==> config.mk <==
export PLATFORM = sky130hd
export DESIGN_NAME = lcd_cursor_multiline
export DESIGN_NICKNAME = d
export VERILOG_FILES = /design/src/rtl/lcd_pkg.sv /design/src/rtl/lcd_addr_calc.sv /design/src/rtl/lcd_cursor_multiline.sv
export SDC_FILE = /design/constraint.sdc
export NUM_CORES = 1
export LEC_CHECK = 0
export CAP_MARGIN = 15
export CORE_UTILIZATION = 40
export DETAILED_ROUTE_END_ITERATION = 6
export DONT_BUFFER_PORTS = 1
export GPL_TIMING_DRIVEN = 0
export PLACE_DENSITY = 0.54
export SLEW_MARGIN = 5
export SYNTH_ARGS = -nofsm -noshare
export SYNTH_HDL_FRONTEND = slang
export SYNTH_SLANG_ARGS = --single-unit
==> constraint.sdc <==
create_clock -name clk -period 6.5 [get_ports clk]
set_input_delay 0.975 -clock clk [delete_from_list [all_inputs] [get_ports clk]]
set_output_delay 0.975 -clock clk [all_outputs]
set_load 0.05 [all_outputs]
==> src/rtl/lcd_pkg.sv <==
// -----------------------------------------------------------------------------
// lcd_pkg
// Shared definitions for the multi-line HD44780-style cursor controller.
// This package holds the controller state encoding, the LCD command bytes,
// the DDRAM row base addresses and a small row-base helper.
// Optional feature macro: LCD_BACKSPACE_EN adds the backspace states.
// -----------------------------------------------------------------------------
package lcd_pkg;

   // Controller states; the backspace states exist only when that feature is built
   typedef enum logic [3:0] {
      ST_DELAY    = 4'd0,
      ST_FUNC_SET = 4'd1,
      ST_DISP_ON  = 4'd2,
      ST_ENTRY    = 4'd3,
      ST_CLEAR    = 4'd4,
      ST_IDLE     = 4'd5,
      ST_WRITE    = 4'd6,
      ST_MOVE     = 4'd7
`ifdef LCD_BACKSPACE_EN
      ,
      ST_BK_MOVE  = 4'd8,
      ST_BK_WRITE = 4'd9,
      ST_BK_BACK  = 4'd10
`endif
   } lcdState_e;

   // Direction of a cursor step
   typedef enum logic {
      ADDR_INC = 1'b0,
      ADDR_DEC = 1'b1
   } addrOp_e;

   localparam logic [7:0] CMD_FUNC_SET  = 8'h38;
   localparam logic [7:0] CMD_DISP_ON   = 8'h0F;
   localparam logic [7:0] CMD_ENTRY     = 8'h06;
   localparam logic [7:0] CMD_CLEAR     = 8'h01;
   localparam logic [7:0] CMD_SET_DDRAM = 8'h80;
   localparam logic [7:0] CHAR_SPACE    = 8'h20;

   localparam logic [6:0] ROW_BASE0 = 7'h00;
   localparam logic [6:0] ROW_BASE1 = 7'h40;

   // At most two rows, so any non-zero row is the second line
   function automatic logic [6:0] rowBase(input logic isRow1);
      return isRow1 ? ROW_BASE1 : ROW_BASE0;
   endfunction

endpackage

==> src/rtl/lcd_addr_calc.sv <==
// -----------------------------------------------------------------------------
// lcd_addr_calc
// Combinational cursor stepper: given the current row/column and a direction,
// produces the neighbouring cursor position (with row wrap at the line ends)
// and the DDRAM address of that position.
// Ports:
//   row_i, col_i   current cursor
//   op_i           ADDR_INC (right / after a write) or ADDR_DEC (left)
//   nextRow_o      row after the step
//   nextCol_o      column after the step
//   addr_o         DDRAM address of the stepped position
// -----------------------------------------------------------------------------
module lcd_addr_calc
   import lcd_pkg::*;
#(
   parameter int ROWS = 2,
   parameter int COLS = 16,
   parameter int RW   = 1,
   parameter int CW   = 4
) (
   input  logic [RW-1:0] row_i,
   input  logic [CW-1:0] col_i,
   input  addrOp_e       op_i,
   output logic [RW-1:0] nextRow_o,
   output logic [CW-1:0] nextCol_o,
   output logic [6:0]    addr_o
);

   localparam logic [CW-1:0] COL_MAX = CW'(COLS - 1);
   localparam logic [RW-1:0] ROW_MAX = RW'(ROWS - 1);

   // Stepping past either end of a line moves to the neighbouring row, and the
   // rows themselves wrap so the cursor runs around the whole display
   always_comb begin
      nextRow_o = row_i;
      nextCol_o = col_i;
      if (op_i == ADDR_INC) begin
         if (col_i == COL_MAX) begin
            nextCol_o = '0;
            nextRow_o = (row_i == ROW_MAX) ? '0 : row_i + RW'(1);
         end else begin
            nextCol_o = col_i + CW'(1);
         end
      end else begin
         if (col_i == '0) begin
            nextCol_o = COL_MAX;
            nextRow_o = (row_i == '0) ? ROW_MAX : row_i - RW'(1);
         end else begin
            nextCol_o = col_i - CW'(1);
         end
      end
      addr_o = rowBase(nextRow_o != '0) + 7'(nextCol_o);
   end

endmodule

==> src/rtl/lcd_cursor_multiline.sv <==
// -----------------------------------------------------------------------------
// lcd_cursor_multiline
// Character-LCD controller with a tracked multi-line cursor. After power-up it
// runs the init sequence (function set, display on, entry mode, clear), then
// accepts one-shot write / clear / left / right requests while idle.
// Every state dwells its delay plus one cycle (count runs 0..DLY), and LCD_E
// pulses once at count == STROBE in every command or write state.
// Outputs are registered from the next-state values so they line up with the
// state exactly and are glitch-free on the LCD pins.
// Ports:
//   clk, rst (async, active-low)
//   char_valid/char_code, left, right, clear   one-shot requests
//   bksp                                       one-shot backspace (LCD_BACKSPACE_EN)
//   LCD_E, LCD_RS, LCD_RW, LCD_DATA            LCD bus
//   busy                                       controller not idle
//   cur_row, cur_col                           tracked cursor
//   LED_out                                    one-hot state indicator
// Optional feature macro: LCD_BACKSPACE_EN.
// -----------------------------------------------------------------------------
module lcd_cursor_multiline
   import lcd_pkg::*;
#(
   parameter int ROWS     = 2,
   parameter int COLS     = 16,
   parameter int INIT_DLY = 70,
   parameter int CMD_DLY  = 30,
   parameter int CLR_DLY  = 100,
   parameter int STROBE   = 20,
   localparam int RW      = (ROWS > 1) ? $clog2(ROWS) : 1,
   localparam int CW      = (COLS > 1) ? $clog2(COLS) : 1
) (
   input  logic          clk,
   input  logic          rst,
   input  logic          char_valid,
   input  logic [7:0]    char_code,
   input  logic          left,
   input  logic          right,
   input  logic          clear,
`ifdef LCD_BACKSPACE_EN
   input  logic          bksp,
`endif
   output logic          LCD_E,
   output logic          LCD_RS,
   output logic          LCD_RW,
   output logic [7:0]    LCD_DATA,
   output logic          busy,
   output logic [RW-1:0] cur_row,
   output logic [CW-1:0] cur_col,
   output logic [7:0]    LED_out
);

   localparam int MAX_A = (INIT_DLY > CLR_DLY) ? INIT_DLY : CLR_DLY;
   localparam int MAX_DLY = (MAX_A > CMD_DLY) ? MAX_A : CMD_DLY;
   localparam int CNT_W = $clog2(MAX_DLY + 1);

   lcdState_e     state_q, state_d;
   logic [CNT_W-1:0] cnt_q, cnt_d, dwell;
   logic [RW-1:0] row_q, row_d, incRow, decRow;
   logic [CW-1:0] col_q, col_d, incCol, decCol;
   logic [7:0]    char_q, char_d;
   logic [6:0]    addr_q, addr_d, incAddr, decAddr;
   logic          wrapMove_q, wrapMove_d;
   logic          done;
   logic          lcdE_q, lcdE_d, lcdRs_q, lcdRs_d, busy_q, busy_d, strobeOk;
   logic [7:0]    lcdData_q, lcdData_d, led_q, led_d;
   logic          bkspReq;

`ifdef LCD_BACKSPACE_EN
   assign bkspReq = bksp;
`else
   assign bkspReq = 1'b0;
`endif

   lcd_addr_calc #(.ROWS(ROWS), .COLS(COLS), .RW(RW), .CW(CW)) incCalc (
      .row_i(row_q), .col_i(col_q), .op_i(ADDR_INC),
      .nextRow_o(incRow), .nextCol_o(incCol), .addr_o(incAddr)
   );

   lcd_addr_calc #(.ROWS(ROWS), .COLS(COLS), .RW(RW), .CW(CW)) decCalc (
      .row_i(row_q), .col_i(col_q), .op_i(ADDR_DEC),
      .nextRow_o(decRow), .nextCol_o(decCol), .addr_o(decAddr)
   );

   // State, cursor and registered bus outputs; reset aborts any command at once
   always_ff @(posedge clk or negedge rst) begin
      if (!rst) begin
         state_q    <= ST_DELAY;
         cnt_q      <= '0;
         row_q      <= '0;
         col_q      <= '0;
         char_q     <= '0;
         addr_q     <= '0;
         wrapMove_q <= 1'b0;
         lcdE_q     <= 1'b0;
         lcdRs_q    <= 1'b0;
         lcdData_q  <= 8'h00;
         led_q      <= 8'h00;
         busy_q     <= 1'b1;
      end else begin
         state_q    <= state_d;
         cnt_q      <= cnt_d;
         row_q      <= row_d;
         col_q      <= col_d;
         char_q     <= char_d;
         addr_q     <= addr_d;
         wrapMove_q <= wrapMove_d;
         lcdE_q     <= lcdE_d;
         lcdRs_q    <= lcdRs_d;
         lcdData_q  <= lcdData_d;
         led_q      <= led_d;
         busy_q     <= busy_d;
      end
   end

   // Next-state logic: fixed init chain, then request dispatch from IDLE.
   // The cursor moves in the accepting cycle; the LCD catches up via MOVE.
   always_comb begin
      state_d    = state_q;
      cnt_d      = cnt_q + CNT_W'(1);
      row_d      = row_q;
      col_d      = col_q;
      char_d     = char_q;
      addr_d     = addr_q;
      wrapMove_d = wrapMove_q;
      dwell      = CNT_W'(CMD_DLY);
      if (state_q == ST_DELAY) dwell = CNT_W'(INIT_DLY);
      if (state_q == ST_CLEAR) dwell = CNT_W'(CLR_DLY);
      done = (cnt_q == dwell);

      case (state_q)
         ST_DELAY:    if (done) state_d = ST_FUNC_SET;
         ST_FUNC_SET: if (done) state_d = ST_DISP_ON;
         ST_DISP_ON:  if (done) state_d = ST_ENTRY;
         ST_ENTRY:    if (done) state_d = ST_CLEAR;
         ST_CLEAR:    if (done) state_d = ST_IDLE;
         ST_IDLE: begin
            cnt_d = '0;
            if (char_valid) begin
               char_d     = char_code;
               row_d      = incRow;
               col_d      = incCol;
               addr_d     = incAddr;
               wrapMove_d = (incCol == '0);
               state_d    = ST_WRITE;
            end else if (clear) begin
               row_d   = '0;
               col_d   = '0;
               state_d = ST_CLEAR;
            end else if (bkspReq) begin
               row_d   = decRow;
               col_d   = decCol;
               addr_d  = decAddr;
`ifdef LCD_BACKSPACE_EN
               state_d = ST_BK_MOVE;
`endif
            end else if (left) begin
               row_d   = decRow;
               col_d   = decCol;
               addr_d  = decAddr;
               state_d = ST_MOVE;
            end else if (right) begin
               row_d   = incRow;
               col_d   = incCol;
               addr_d  = incAddr;
               state_d = ST_MOVE;
            end
         end
         ST_WRITE:    if (done) state_d = wrapMove_q ? ST_MOVE : ST_IDLE;
         ST_MOVE:     if (done) state_d = ST_IDLE;
`ifdef LCD_BACKSPACE_EN
         ST_BK_MOVE:  if (done) state_d = ST_BK_WRITE;
         ST_BK_WRITE: if (done) state_d = ST_BK_BACK;
         ST_BK_BACK:  if (done) state_d = ST_IDLE;
`endif
         default:     state_d = ST_DELAY;
      endcase

      if (state_d != state_q) cnt_d = '0;
   end

   // Bus word, LED pattern and strobe for the state being entered
   always_comb begin
      lcdRs_d   = 1'b0;
      lcdData_d = 8'h00;
      led_d     = 8'h00;
      strobeOk  = 1'b1;
      case (state_d)
         ST_DELAY:    begin led_d = 8'h80; strobeOk = 1'b0; end
         ST_FUNC_SET: begin led_d = 8'h40; lcdData_d = CMD_FUNC_SET; end
         ST_DISP_ON:  begin led_d = 8'h20; lcdData_d = CMD_DISP_ON; end
         ST_ENTRY:    begin led_d = 8'h10; lcdData_d = CMD_ENTRY; end
         ST_CLEAR:    begin led_d = 8'h08; lcdData_d = CMD_CLEAR; end
         ST_IDLE:     begin led_d = 8'h04; strobeOk = 1'b0; end
         ST_WRITE:    begin led_d = 8'h02; lcdRs_d = 1'b1; lcdData_d = char_d; end
         ST_MOVE:     begin led_d = 8'h01; lcdData_d = CMD_SET_DDRAM | {1'b0, addr_d}; end
`ifdef LCD_BACKSPACE_EN
         ST_BK_MOVE:  begin led_d = 8'h01; lcdData_d = CMD_SET_DDRAM | {1'b0, addr_d}; end
         ST_BK_WRITE: begin led_d = 8'h02; lcdRs_d = 1'b1; lcdData_d = CHAR_SPACE; end
         ST_BK_BACK:  begin led_d = 8'h01; lcdData_d = CMD_SET_DDRAM | {1'b0, addr_d}; end
`endif
         default:     strobeOk = 1'b0;
      endcase
      lcdE_d = strobeOk && (cnt_d == CNT_W'(STROBE));
      busy_d = (state_d != ST_IDLE);
   end

   assign LCD_E    = lcdE_q;
   assign LCD_RS   = lcdRs_q;
   assign LCD_RW   = 1'b0;
   assign LCD_DATA = lcdData_q;
   assign busy     = busy_q;
   assign cur_row  = row_q;
   assign cur_col  = col_q;
   assign LED_out  = led_q;

endmodule

==> results of run 1 <==
-- metal layers --
| metal | up-vias | track usage [%] | part of all wire (%) |
|---|---|---|---|
| li1 | 1020 | - | - |
| met1 | 980 | 25.9 | 49 |
| met2 | 49 | 28.5 | 45 |
| met3 | 6 | 4.18 | 4.4 |
| met4 | 0 | 5.86 | 1.3 |
| met5 | - | 0 | 0 |
-- path summary, 6_finish.rpt --
path,to,slack (ps),cells after the start
max in group asynchronous,busy,5960,0
worst max-delay path,LCD_DATA[6],3920,9
min in group clk,char_q[6],480,2
worst max register to register,LCD_DATA[6],3920,9
worst min register to register,char_q[6],480,2
worst min-delay path,char_q[5],350,0
-- kinds of logic after synthesis --
family / after synthesis / share of synthesized area, %
adder cells (fa/ha/maj): 4 / 1.82
AND/OR/NAND/NOR: 114 / 21.5
other: 1 / 0.136
AO/OA/AOI/OAI: 72 / 20.1
flip-flops: 51 / 46.5
buffers and inverters: 28 / 4.69
multiplexers: 5 / 1.82
XOR/XNOR: 11 / 3.50
-- area by class of cell --
type / count / share of cell area, %
multi-input combinational: 208 / 45.5
clock buffer: 6 / 2.45
clock inverter: 2 / 1.27
buffer: 15 / 2.70
tap: 77 / 3.25
inverter: 13 / 1.65
sequential: 51 / 43.2
-- synthesized netlist by cell type (2+ instances only) --
master	number
nand2_1	40
o211ai_1	4
buf_6	2
a211oi_1	2
nor3_1	6
o21a_1	2
mux2i_1	5
nand2b_1	5
dfrtp_1	50
buf_2	4
and3_1	2
and2_1	5
a21o_1	2
ha_1	4
a221oi_1	2
xnor2_1	8
inv_1	11
or3b_2	2
nand4_1	2
nor2_1	24
o31ai_1	2
nor3b_1	4
o21ai_0	17
clkbuf_1	7
nor2b_1	4
nand3_1	8
a21oi_1	9
o21ba_2	2
a31oi_1	8
xor2_1	3
nor3_2	2
-- power groups by stage --
stage,Combinational (W),Clock (W),Sequential [W]
after floorplan,0.0000148,0,0.000327
after detailed placement,0.0000184,0,0.000327
after global placement,0.0000183,0,0.000327
after global routing,0.0000207,0.000244,0.000322
final,0.0000185,0.000224,0.000321
after CTS,0.0000185,0.000232,0.000321
-- flip-flops by register name, summed over array words and instances (netlist names) --
register and flops:
cur_col 4, LCD_DATA 8, char_q 8, cur_row 1, wrapMove_q 1, LCD_E 1, cnt_q 7, LCD_RS 1
busy 1, LED_out 8, addr_q 7, state_q 4
-- placed cells by master, fill, tap and decap left out, types with 5 or more instances in the layout --
cell type,n
a31oi_1,8
nand2_1,40
nor3_1,6
nand3_1,8
clkbuf_1,8
nor2_1,24
a21oi_1,9
inv_1,11
mux2i_1,5
o21ai_0,17
xnor2_1,8
nand2b_1,5
and2_1,5
clkbuf_8,5
dfrtp_1,50
-- worst max-delay path, stage by stage, from the launching register on --
cell	delay, ps
dfrtp_1	580
clkbuf_1	270
inv_1	130
ha_1	160
or3b_2	510
xnor2_1	150
o21ai_0	100
a221oi_1	320
nor2_1	80
nor3b_1	180
-- per-stage QoR --
stage	area [um^2]	utilization, %
2_1_floorplan	2750	-
3_3_place_gp	2850	43.9
3_5_place_dp	2850	43.9
4_1_cts	2960	45.6
5_1_grt	2960	45.6
6_report	2960	45.6
==> impl_metrics.ini, run 1 <==
[timing]
hold_ws_ps = 352
hold_viol_final = 0
worst-slew-pin-transition_ps = 1050
finalWorstSetupSlack_ps = 3920
max_slew_margin_pct = 29.5
max_freq_mhz = 388
setup_violations = 0
rsz0062_at_grt = no
min_period_ps = 2580
finalCritPeriodShare_pct = 39.6
finClkSkew_ps = 7.48
fin_setup_tns_ps = 0
slew_violations = 0

[floorplan]
num_rows = 29
ioPinCount = 39
die_height_um = 84.9
dieArea_um2 = 7210
die_w_um = 84.9
core-area_um2 = 6490
initial_core_util_pct = 42.3

[place]
dp_slack_ps = 3650
dp_cells = 364
portBuffers = 0
hpwl_um = 4240
gp_congestion = 0.883

[clocking]
holdBufCountCts = 0
cts.htree.levels = 2
clock_path_buffers = 2
cts_setup_buffers = 0
clk_latency_ps = 310
root_buffer = clkbuf_8
clkSinkCount = 51
cts_buffers = 5
cts.clk_slew.worst_paths_ps = 100
post_cts_resized = 0
cts_tree = done

[synth]
ys_types = 69
synth_ff_type = dfrtp_1
ys_async_sr_fraction_pct = 100
yosysTopAreaCell = dfrtp_1
ys_top_cells_by_area = dfrtp_1 45%, nand2_1 5.5%, nor2_1 3.3%
ys.warnings.count = 0
synth_edf_count = 0
syn_area_um2 = 2750
synth_top_area_share_pct = 45.5
syn_avg_cell_area_um2 = 9.62
synth_seq_cells = 51
synthCells = 286
synth_seq_area_share_pct = 46.5

[detailed_routing]
routed_via_density = 5.52
wl_um = 6050
final_antenna_net_count = 0
wire_per_inst_um = 16.3
drt_iter0_markers = 123
drt_first_pass_iters = 6
drc = 5
vias = 2055

[final_layout]
multiInputGateArea_um2 = 1350
insertedDiodeCount = 0
layout-area-overhead-vs-synth_pct = 7.64
drive_gt1_share_pct = 12.9
fin_cells = 372
final_nets = 312
num-fill-cells = 649
seqCellArea_um2 = 1280

[power_and_ir_drop]
leakagePower_nw = 1.33
p_total_w = 0.000563
power_frac_comb_pct = 3.3
p_clk_share_pct = 39.7
power.density_nw_per_um2 = 190
power.switching_w = 0.000123
ir_drop_mv = 0.0808
power_frac_seq_pct = 57.0
sw_frac_of_total_pct = 21.9
power.internal_w = 0.000440

[setup_path]
startpoint = cur_col[0]
cp_max_fo = 8
start_kind = flip-flop
cp.required_ps = 6720
cp.arrival_ps = 2800
timing.rr.start = cur_col[0]
cp-end-kind = flip-flop
critPathKind = reg -> reg

[grt]
grt_pass1_vias = 2057
grt.overflow.total = 0
grt_pass1_wl_um = 10300
grt.total_usage_pct = 18.5
grt_max_degree = 52
antenna_found_initial = 0

[outcome]
status = complete, but fails checks
failed_checks = DRC

[run]
cap_violations = 0

[min_path]
hp-class = in -> async
Note: power is estimated with default switching activity, not from simulation.
==> run 2: changes to the inputs <==
clock period = 2.5 ns   (was 6.5 ns; I/O delays follow)
==> impl_metrics.ini, run 2 (synthesis gave the netlist of run 1 again) <==
[outcome]
status = complete, but fails checks
failed_checks = DRC

[power_and_ir_drop]
p_clk_share_pct = 38.9
power_frac_seq_pct = 56.0
power_frac_comb_pct = 5.1
ir_drop_mv = 0.214
p_total_w = 0.00149
power.internal_w = 0.00115
leakagePower_nw = 1.43
sw_frac_of_total_pct = 22.7
power.density_nw_per_um2 = 468
power.switching_w = 0.000338

[timing]
worst-slew-pin-transition_ps = 1020
min_period_ps = 2460
max_freq_mhz = 407
hold_viol_final = 0
max_slew_margin_pct = 31.3
finClkSkew_ps = 4.78
finalCritPeriodShare_pct = 98.3
slew_violations = 0
setup_violations = 0
rsz0062_at_grt = yes
fin_setup_tns_ps = 0

[final_layout]
layout-area-overhead-vs-synth_pct = 16.0
final_common_cell = dfrtp_1
multiInputGateArea_um2 = 1450
final_nets = 322
drive_gt1_share_pct = 21.6
num-fill-cells = 618
seqCellArea_um2 = 1280
final_cell_mix = 45 x dfrtp_1, 40 x nand2_1, 23 x nor2_1, 16 x o21ai_0, 10 x inv_1
insertedDiodeCount = 0
fin_cells = 382

[setup_path]
cp-end-kind = flip-flop
path_delay_family = compound AO/OA/AOI/OAI gates
start_kind = flip-flop
worst_path_max_delay_cell = or4b_4
reg2reg_depth = 7
cp_cell_sequence = or4b_4, nor3_4, o21a_4, o211ai_4, buf_6, o41ai_4, o21a_1
critical_path_buf_inv_count = 1
timing.rr.start = state_q[0]
cp_max_fo = 7
critPathMaxStageDelay_ps = 580
cp.arrival_ps = 2700
crit_cells = 7
critPathKind = reg -> reg
r2r_end = LCD_DATA[1]
ff2ff_setup_slack_ps = 40
cp.required_ps = 2740

[detailed_routing]
wl_um = 6230
drc = 5
final_antenna_net_count = 0
vias = 2127
routed_via_density = 5.57
drt_first_pass_iters = 7
drt_iter0_markers = 122
wire_per_inst_um = 16.3

[min_path]
hp-class = in -> reg
holdPathEnd = char_q[6]
hold_start = char_code[6]
hold_path_depth = 2

[grt]
grt.total_usage_pct = 18.7
grt_pass1_wl_um = 10500
grt.overflow.total = 0
antenna_found_initial = 0
grt_pass1_vias = 2088
grt_max_degree = 52

[clocking]
clkSinkCount = 51
cts.clk_slew.worst_paths_ps = 100
cts_tree = done
cts.htree.levels = 2
cts_buffers = 5
clk_latency_ps = 300
root_buffer = clkbuf_8
clock_path_buffers = 2

[floorplan]
die_w_um = 84.9
die_height_um = 84.9
core-area_um2 = 6490
initial_core_util_pct = 42.3
dieArea_um2 = 7210
ioPinCount = 39
num_rows = 29

[place]
portBuffers = 0
hpwl_um = 4240
gp_congestion = 0.883
dp_cells = 364

[run]
cap_violations = 0
run 2: power groups by stage:
stage / clock network [W] / registers (W) / logic (W)
detailed placement: 0 / 0.000851 / 0.0000479
global placement: 0 / 0.000851 / 0.0000476
CTS: 0.000603 / 0.000834 / 0.0000729
floorplan: 0 / 0.000850 / 0.0000384
global route: 0.000634 / 0.000836 / 0.0000864
finish: 0.000580 / 0.000835 / 0.0000762
run 2: worst reg2reg max path: cells and delay by family (launching register included):
family	cells	cell delay, ps
AO/OA/AOI/OAI	4	880
flip-flops	1	450
buffers and inverters	1	190
AND/OR/NAND/NOR	2	870
run 2: area by class of cell:
| cell class | instances | share of cell area (%) |
|---|---|---|
| buffer | 14 | 2.79 |
| clock buffer | 6 | 2.28 |
| clock inverter | 2 | 1.18 |
| inverter | 13 | 1.61 |
| multi-input combinational | 208 | 45.5 |
| sequential | 51 | 40.3 |
| tap | 77 | 3.02 |
| timing repair buffer | 11 | 3.33 |
run 2: repair_timing:
| action | in CTS | in global routing |
|---|---|---|
| endpoints found under the hold margin | 51 | 0 |
| gates resized for setup | 7 | 30 |
| buffers inserted | 1 | 7 |
| hold buffers | 2 | 0 |
| endpoints found under the setup margin | 7 | 17 |
| cloned | 0 | 1 |
| pin swaps | 2 | 7 |
run 2: worst max-delay path by stage:
stage / to / startpoint / slack [ps]
detailed placement: LCD_DATA[6] / cur_col[0] / -60
finish: LCD_DATA[1] / state_q[0] / 40
CTS: LCD_DATA[1] / state_q[3] / 2
floorplan: LCD_DATA[6] / cur_col[0] / 190
global route: LCD_DATA[3] / state_q[3] / -70
global placement: LCD_DATA[2] / cur_col[0] / -90
run 2: per-stage QoR:
| step | util [%] | setup WS (ps) | hold slack (ps) | instance area [um^2] |
|---|---|---|---|---|
| 6_report | 49.1 | 42.3 | 193 | 3190 |
| 5_1_grt | 49.1 | -74.4 | 175 | 3190 |
| 4_1_cts | 46.9 | 1.88 | 182 | 3040 |
| 3_5_place_dp | 43.9 | -62.5 | 80.6 | 2850 |
| 3_3_place_gp | 43.9 | -90.6 | 80.7 | 2850 |
| 2_1_floorplan | - | 194 | 79.4 | 2750 |
run 2: per-layer routing:
metal / part of all wire (%) / vias to the layer above / GRT usage, %
met5: 0 / - / 0
met4: 1.8 / 0 / 6.63
met3: 4.3 / 8 / 4.28
li1: - / 1046 / -
met2: 45 / 47 / 29.3
met1: 48 / 1026 / 25.4
